`src/rtl/stm_gain_writer_if.sv`:
```
// Upload/BRAM bus between the gain STM upload logic and stm_gain_writer.
//   master : upstream controller (drives START/IDX/samples, sees status and BRAM side)
//   slave  : stm_gain_writer (accepts samples, drives status and BRAM write port)
interface stm_gain_writer_if;
  logic        START;
  logic [15:0] IDX;
  logic        DIN_VALID;
  logic        DIN_READY;
  logic [7:0]  INTENSITY;
  logic [7:0]  PHASE;
  logic        BUSY;
  logic        DONE;
  logic        BRAM_WE;
  logic [15:0] BRAM_IDX;
  logic [7:0]  BRAM_ADDR;
  logic [63:0] BRAM_WDATA;
  logic [63:0] CHECKSUM;

  modport master (
    output START, IDX, DIN_VALID, INTENSITY, PHASE,
    input  DIN_READY, BUSY, DONE, BRAM_WE, BRAM_IDX, BRAM_ADDR, BRAM_WDATA, CHECKSUM
  );

  modport slave (
    input  START, IDX, DIN_VALID, INTENSITY, PHASE,
    output DIN_READY, BUSY, DONE, BRAM_WE, BRAM_IDX, BRAM_ADDR, BRAM_WDATA, CHECKSUM
  );
endinterface

```
`src/rtl/stm_gain_writer.sv`:
```
// Gain STM writer: packs DEPTH (intensity, phase) samples of one gain index
// into 64-bit words (four 16-bit lanes, {INTENSITY, PHASE}, lane 0 first) and
// writes each completed word to the gain STM BRAM.
// Ports:
//   CLK, RST  - clock, synchronous active-high reset
//   bus       - stm_gain_writer_if.slave: START/IDX frame request, DIN_VALID/
//               DIN_READY sample handshake with INTENSITY/PHASE, BUSY/DONE
//               status, BRAM_WE/BRAM_IDX/BRAM_ADDR/BRAM_WDATA write port,
//               CHECKSUM of the last frame.
// Optional feature: define STM_GAIN_WRITER_CHECKSUM_EN to accumulate the XOR of
// all words written in a frame on CHECKSUM; otherwise CHECKSUM is constant 0.
// DEPTH must be 1..1024 so the word address fits in 8 bits.
module stm_gain_writer #(
  parameter int unsigned DEPTH = 249
) (
  input  logic             CLK,
  input  logic             RST,
  stm_gain_writer_if.slave bus
);

  localparam int unsigned CNT_W  = $clog2(DEPTH) + 1;
  localparam int unsigned ADDR_W = 8;
  localparam int unsigned IDX_W  = 16;
  localparam int unsigned WORD_W = 64;
  localparam int unsigned LAST_N = DEPTH - 1;

  typedef enum logic {IDLE, COLLECT} state_t;

  state_t              state_q, state_d;
  logic [CNT_W-1:0]    cnt_q, cnt_d;
  logic [1:0]          lane_q, lane_d;
  logic [ADDR_W-1:0]   waddr_q, waddr_d;
  logic [IDX_W-1:0]    idx_q, idx_d;
  logic [WORD_W-1:0]   wbuf_q, wbuf_d;
  logic                din_ready_q, din_ready_d;
  logic                busy_q, busy_d;
  logic                done_q, done_d;
  logic                we_q, we_d;
  logic [IDX_W-1:0]    bram_idx_q, bram_idx_d;
  logic [ADDR_W-1:0]   bram_addr_q, bram_addr_d;
  logic [WORD_W-1:0]   wdata_q, wdata_d;

  logic                start_acc_c;
  logic                accept_c;
  logic                last_c;
  logic                wr_c;
  logic [WORD_W-1:0]   word_c;

  // Next-state and datapath update
  always_comb begin
    state_d     = state_q;
    cnt_d       = cnt_q;
    lane_d      = lane_q;
    waddr_d     = waddr_q;
    idx_d       = idx_q;
    wbuf_d      = wbuf_q;
    done_d      = 1'b0;
    we_d        = 1'b0;
    bram_idx_d  = bram_idx_q;
    bram_addr_d = bram_addr_q;
    wdata_d     = wdata_q;

    start_acc_c = (state_q == IDLE) && bus.START;
    accept_c    = (state_q == COLLECT) && bus.DIN_VALID && din_ready_q;
    last_c      = (cnt_q == CNT_W'(LAST_N));

    // Lane 0 starts from an empty word so stale lanes never leak forward.
    word_c = (lane_q == 2'd0) ? '0 : wbuf_q;
    word_c[{lane_q, 4'd0} +: 16] = {bus.INTENSITY, bus.PHASE};
    wr_c   = accept_c && ((lane_q == 2'd3) || last_c);

    unique case (state_q)
      IDLE: begin
        if (start_acc_c) begin
          state_d = COLLECT;
          idx_d   = bus.IDX;
          cnt_d   = '0;
          lane_d  = '0;
          waddr_d = '0;
        end
      end
      COLLECT: begin
        if (accept_c) begin
          cnt_d  = cnt_q + CNT_W'(1);
          lane_d = lane_q + 2'd1;
          wbuf_d = word_c;
          if (wr_c) begin
            we_d        = 1'b1;
            bram_idx_d  = idx_q;
            bram_addr_d = waddr_q;
            wdata_d     = word_c;
            waddr_d     = waddr_q + ADDR_W'(1);
          end
          if (last_c) begin
            state_d = IDLE;
            done_d  = 1'b1;
          end
        end
      end
      default: state_d = IDLE;
    endcase

    din_ready_d = (state_d == COLLECT);
    busy_d      = (state_d == COLLECT);
  end

  // State and output registers
  always_ff @(posedge CLK) begin
    if (RST) begin
      state_q     <= IDLE;
      cnt_q       <= '0;
      lane_q      <= '0;
      waddr_q     <= '0;
      idx_q       <= '0;
      wbuf_q      <= '0;
      din_ready_q <= 1'b0;
      busy_q      <= 1'b0;
      done_q      <= 1'b0;
      we_q        <= 1'b0;
      bram_idx_q  <= '0;
      bram_addr_q <= '0;
      wdata_q     <= '0;
    end else begin
      state_q     <= state_d;
      cnt_q       <= cnt_d;
      lane_q      <= lane_d;
      waddr_q     <= waddr_d;
      idx_q       <= idx_d;
      wbuf_q      <= wbuf_d;
      din_ready_q <= din_ready_d;
      busy_q      <= busy_d;
      done_q      <= done_d;
      we_q        <= we_d;
      bram_idx_q  <= bram_idx_d;
      bram_addr_q <= bram_addr_d;
      wdata_q     <= wdata_d;
    end
  end

`ifdef STM_GAIN_WRITER_CHECKSUM_EN
  logic [WORD_W-1:0] checksum_q, checksum_d;

  // Running XOR of the words written in the current frame
  always_comb begin
    checksum_d = checksum_q;
    if (start_acc_c) begin
      checksum_d = '0;
    end else if (wr_c) begin
      checksum_d = checksum_q ^ word_c;
    end
  end

  always_ff @(posedge CLK) begin
    if (RST) begin
      checksum_q <= '0;
    end else begin
      checksum_q <= checksum_d;
    end
  end

  assign bus.CHECKSUM = checksum_q;
`else
  assign bus.CHECKSUM = '0;
`endif

  assign bus.DIN_READY  = din_ready_q;
  assign bus.BUSY       = busy_q;
  assign bus.DONE       = done_q;
  assign bus.BRAM_WE    = we_q;
  assign bus.BRAM_IDX   = bram_idx_q;
  assign bus.BRAM_ADDR  = bram_addr_q;
  assign bus.BRAM_WDATA = wdata_q;

endmodule

```
`src/flat_wrapper.sv`:
```
// flat-port wrapper written by rule: the top's interface ports become plain ports
module stm_gain_writer_flat 
#(
  parameter int unsigned DEPTH = 249
)
  (CLK, RST, bus_START, bus_IDX, bus_DIN_VALID, bus_INTENSITY, bus_PHASE, bus_DIN_READY, bus_BUSY, bus_DONE, bus_BRAM_WE, bus_BRAM_IDX, bus_BRAM_ADDR, bus_BRAM_WDATA, bus_CHECKSUM);
  stm_gain_writer_if bus_i ();
  input  logic CLK;
  input  logic RST;
  input wire logic [$bits(bus_i.START)-1:0] bus_START;
  input wire logic [$bits(bus_i.IDX)-1:0] bus_IDX;
  input wire logic [$bits(bus_i.DIN_VALID)-1:0] bus_DIN_VALID;
  input wire logic [$bits(bus_i.INTENSITY)-1:0] bus_INTENSITY;
  input wire logic [$bits(bus_i.PHASE)-1:0] bus_PHASE;
  output wire logic [$bits(bus_i.DIN_READY)-1:0] bus_DIN_READY;
  output wire logic [$bits(bus_i.BUSY)-1:0] bus_BUSY;
  output wire logic [$bits(bus_i.DONE)-1:0] bus_DONE;
  output wire logic [$bits(bus_i.BRAM_WE)-1:0] bus_BRAM_WE;
  output wire logic [$bits(bus_i.BRAM_IDX)-1:0] bus_BRAM_IDX;
  output wire logic [$bits(bus_i.BRAM_ADDR)-1:0] bus_BRAM_ADDR;
  output wire logic [$bits(bus_i.BRAM_WDATA)-1:0] bus_BRAM_WDATA;
  output wire logic [$bits(bus_i.CHECKSUM)-1:0] bus_CHECKSUM;
  assign bus_i.START = bus_START;
  assign bus_i.IDX = bus_IDX;
  assign bus_i.DIN_VALID = bus_DIN_VALID;
  assign bus_i.INTENSITY = bus_INTENSITY;
  assign bus_i.PHASE = bus_PHASE;
  assign bus_DIN_READY = bus_i.DIN_READY;
  assign bus_BUSY = bus_i.BUSY;
  assign bus_DONE = bus_i.DONE;
  assign bus_BRAM_WE = bus_i.BRAM_WE;
  assign bus_BRAM_IDX = bus_i.BRAM_IDX;
  assign bus_BRAM_ADDR = bus_i.BRAM_ADDR;
  assign bus_BRAM_WDATA = bus_i.BRAM_WDATA;
  assign bus_CHECKSUM = bus_i.CHECKSUM;
  stm_gain_writer #(.DEPTH(DEPTH)) u_core (.CLK(CLK), .RST(RST), .bus(bus_i));
endmodule
```
`config.mk`:
```
export PLATFORM = sky130hd
export DESIGN_NAME = stm_gain_writer_flat
export DESIGN_NICKNAME = d
export VERILOG_FILES = /design/src/rtl/stm_gain_writer_if.sv /design/src/rtl/stm_gain_writer.sv /design/src/flat_wrapper.sv
export SDC_FILE = /design/constraint.sdc
export NUM_CORES = 1
export LEC_CHECK = 0
export CAP_MARGIN = 25
export CORE_MARGIN = 4
export CORE_UTILIZATION = 45
export CTS_CLUSTER_DIAMETER = 120
export DETAILED_ROUTE_END_ITERATION = 8
export PLACE_DENSITY_LB_ADDON = 0.2
export SYNTH_ARGS = -nofsm -noshare
export SYNTH_HDL_FRONTEND = slang
export SYNTH_SLANG_ARGS = --single-unit
```
`constraint.sdc`:
```
create_clock -name CLK -period 2.2 [get_ports CLK]
set_input_delay 0.33 -clock CLK [delete_from_list [all_inputs] [get_ports CLK]]
set_output_delay 0.33 -clock CLK [all_outputs]
set_load 0.01 [all_outputs]
```
==> results.cfg <==
[sta]
fin_crit_ns = 2.02
finalHoldViolCount = 0
hold_ws_ns = 0.423
slew_viol_final = 0
fin_ws_ns = 0.180
relSlewSlack_pct = 58.3
fmax_mhz = 495
period_share_pct = 91.8
finalSetupViolCount = 0
finalClockSkew_ns = 0.0104
tightest_slew_ns = 0.626
rsz0062_at_grt = false

[pwr]
power_density_nw_per_um2 = 722
internal_power_mw = 5.46
clkPwrFrac_pct = 42.2
p_switching_mw = 1.75
p_leak_nw = 3.24
p_comb_share_pct = 8.4
switching_share_pct = 24.2
peakVddDrop_mv = 0.580
p_seq_share_pct = 49.5

[cts]
root_buffer = clkbuf_16
clkTransAtPathRegs_ns = 0.07
clk_latency_ns = 0.44
cts.sinks = 190
cts_setup_buffers = 0
numCtsBuffers = 17
cts.htree.levels = 4
clockBufferDepth = 2
tritoncts = built

[floorplanning]
floorplan.initialDensity_pct = 46.4
dieHeight_um = 142
die_area_sq_um = 20200
num_rows = 48
coreArea_sq_um = 17400
fp.dieW_um = 142
io_pins = 192

[worst_setup_path]
cpLargestDelayFamily = compound AO/OA/AOI/OAI gates
r2r-start = u_core.cnt_q[0]
path_cells = inv_1 > ha_1 > nand2_1 > o41a_4 > buf_4 > or4_1 > o21ai_0
required_ns = 2.55
worstSetupStartpointType = flip-flop
cp_num_buf_inv = 2
cp-startpoint = u_core.cnt_q[0]
crit_fanout = 18
worst_ep_arrival_time_ns = 2.37
critPathMaxStageDelay_ns = 0.49
cp.depth = 7
setup.worst_path.class = reg -> reg
reg2regPathDepth = 7
crit_path_top_delay_cell = o41a_4
cp-end-kind = flip-flop

[detailed_routing]
firstDrtPassIters = 5
wl_um = 21400
vias = 6996
antenna_left = 0
drc = 0
routedWlPerCell_um = 17.1
dr.first_iter.drc_count = 607
viasPerCell = 5.58

[yosys]
synth_top_family_by_area = compound AO/OA/AOI/OAI gates
synth-compound-area-share_pct = 28.1
synth-seq-cells = 190
synth_fa_ha_area_share_pct = 1.24
muxShareOfSynthArea_pct = 0.139
async_flop_share_pct = 0
yosys.cell_types.count = 43
syn_inst = 925
synth_seq_area_share_pct = 47.1
synth-main-ff-cell = dfxtp_1
synth_edf_count = 0
yosysWarningCount = 0
synth-xor-area-share_pct = 0
netlist_area_sq_um = 8080
syn_area_per_cell_sq_um = 8.73
synthSimpleGateAreaFrac_pct = 12.7

[job]
max-cap-violations = 0

[cells_and_area]
n_fill_cell = 1548
finalNetCount = 1061
syn2layout_area_growth_pct = 23.6
drive_gt1_share_pct = 7.19
diodes = 0

[grt]
grt_max_degree = 73
track_usage_pct = 20.8
grt_pass1_wl_um = 34300
grt_pass1_vias = 6410
gr-total-overflow = 0
antenna_found_initial = 0

[hold_path]
hold_depth = 2
min_path_type = in -> reg
hold_start = RST

[placed_design]
dp_hpwl_um = 13900
place_ws_ns = 0.00601
portBuffers = 127
routabilityCongestion = 0.806

[status]
status = finished, final reports clean
-- sequential cells by signal, indices dropped and copies added, names as in the netlist --
| register | cells |
|---|---|
| u_core.idx_q | 16 |
| u_core.waddr_q | 8 |
| u_core.bus.BRAM_ADDR | 8 |
| u_core.bus.BRAM_WE | 1 |
| u_core.bus.DONE | 1 |
| u_core.cnt_q | 9 |
| u_core.state_q | 1 |
| u_core.bus.BRAM_WDATA | 64 |
| u_core.wbuf_q | 64 |
| u_core.bus.BRAM_IDX | 16 |
| u_core.lane_q | 2 |
-- worst paths after layout --
path	end	slack, ns
max	u_core.waddr_q[0]	0.18
min	u_core.bus.BRAM_ADDR[4]	0.42
max reg2reg	u_core.waddr_q[0]	0.18
min reg2reg	u_core.idx_q[10]	0.46
-- worst reg2reg max path, stage by stage (launching register included) --
cell	delay (ns)
dfxtp_1	0.35
inv_1	0.09
ha_1	0.16
nand2_1	0.12
o41a_4	0.49
buf_4	0.24
or4_1	0.40
o21ai_0	0.09
-- repair_timing --
action	4_1_cts	5_1_grt
resized for setup	1	1
hold buffers	0	0
endpoints found under the setup margin	2	34
-- synth_stat cells (3+ instances only) --
cell       number  share of area (%)
or4_1           5               0.46
a211oi_1      112                 10
a22oi_1        57                5.3
ha_1            8                1.2
inv_1           7               0.33
buf_2          18                1.1
o21ai_0        38                2.4
nand2_1        56                2.6
nor3_1          3               0.19
o211ai_1        4               0.37
or3_1           5               0.39
nand2b_1       12               0.93
buf_4          66                6.1
o2bb2ai_1       3               0.33
a32oi_1         3               0.33
a21oi_1       125                7.7
nand4_1        13                1.0
clkbuf_1       65                3.0
nor2_1         76                3.5
dfxtp_1       190                 47
nand4b_1        3               0.33
nand3_1        32                2.0
o31ai_1         4               0.37
-- per-layer routing --
| layer | vias up | track usage (%) | wire (um) |
|---|---|---|---|
| met3 | 18 | 4.40 | 1370 |
| met5 | - | 0 | 0 |
| met1 | 3317 | 29.6 | 9850 |
| met2 | 230 | 32.3 | 9920 |
| met4 | 0 | 5.86 | 258 |
| li1 | 3431 | - | - |
-- cells in the final DEF (no fill, tap or decap), types with 9 or more instances in the layout --
master,synthesis,layout
dfxtp_1,190,189
clkdlybuf4s50_1,0,126
a21oi_1,125,125
a211oi_1,112,112
nor2_1,76,76
conb_1,1,64
a22oi_1,57,57
nand2_1,56,56
o21ai_0,38,38
nand3_1,32,32
buf_4,66,25
clkbuf_16,0,17
nand4_1,13,13
nand2b_1,12,12
buf_12,0,9
-- power by group through the flow --
stage                     clock network (mW)  registers (mW)  logic (mW)
after global routing                    3.23            3.57       0.663
after detailed placement                   0            3.64       0.596
after floorplan                            0            3.63       0.452
final                                   3.04            3.57       0.603
after CTS                               3.09            3.57       0.599
after global placement                     0            3.64       0.590
-- stage by stage --
step                cell area [sq um]  std cells  power (mW)  setup TNS, ns  util [%]
finish                           9980       1254        7.21              0      57.3
global route                     9980       1254        7.46              0      57.3
CTS                              9980       1254        7.26              0      57.3
detailed placement               9410       1223        4.24              0      54.0
global placement                 9410       1223        4.23              0      54.0
floorplan                        8320        988        4.08         -0.280         -
-- area by class of cell --
type,instances,area (sq um),area share [%]
Multi-Input combinational cell,641,3670,36.7
Sequential cell,190,3800,38.1
Inverter,7,26.3,0.263
Clock inverter,9,111,1.12
Tap cell,225,282,2.82
Timing Repair Buffer,160,1630,16.3
Clock buffer,22,464,4.65
-- logic make-up (layout without fill, tap and decap cells) --
| logic type | after synthesis | after routing |
|---|---|---|
| simple gates | 217 | 217 |
| mux | 1 | 1 |
| buf+inv | 157 | 198 |
| fa+ha+maj | 8 | 8 |
| flops | 190 | 190 |
| other cells | 1 | 64 |
| compound gates | 351 | 351 |
Power figures use the tool's default switching activity.
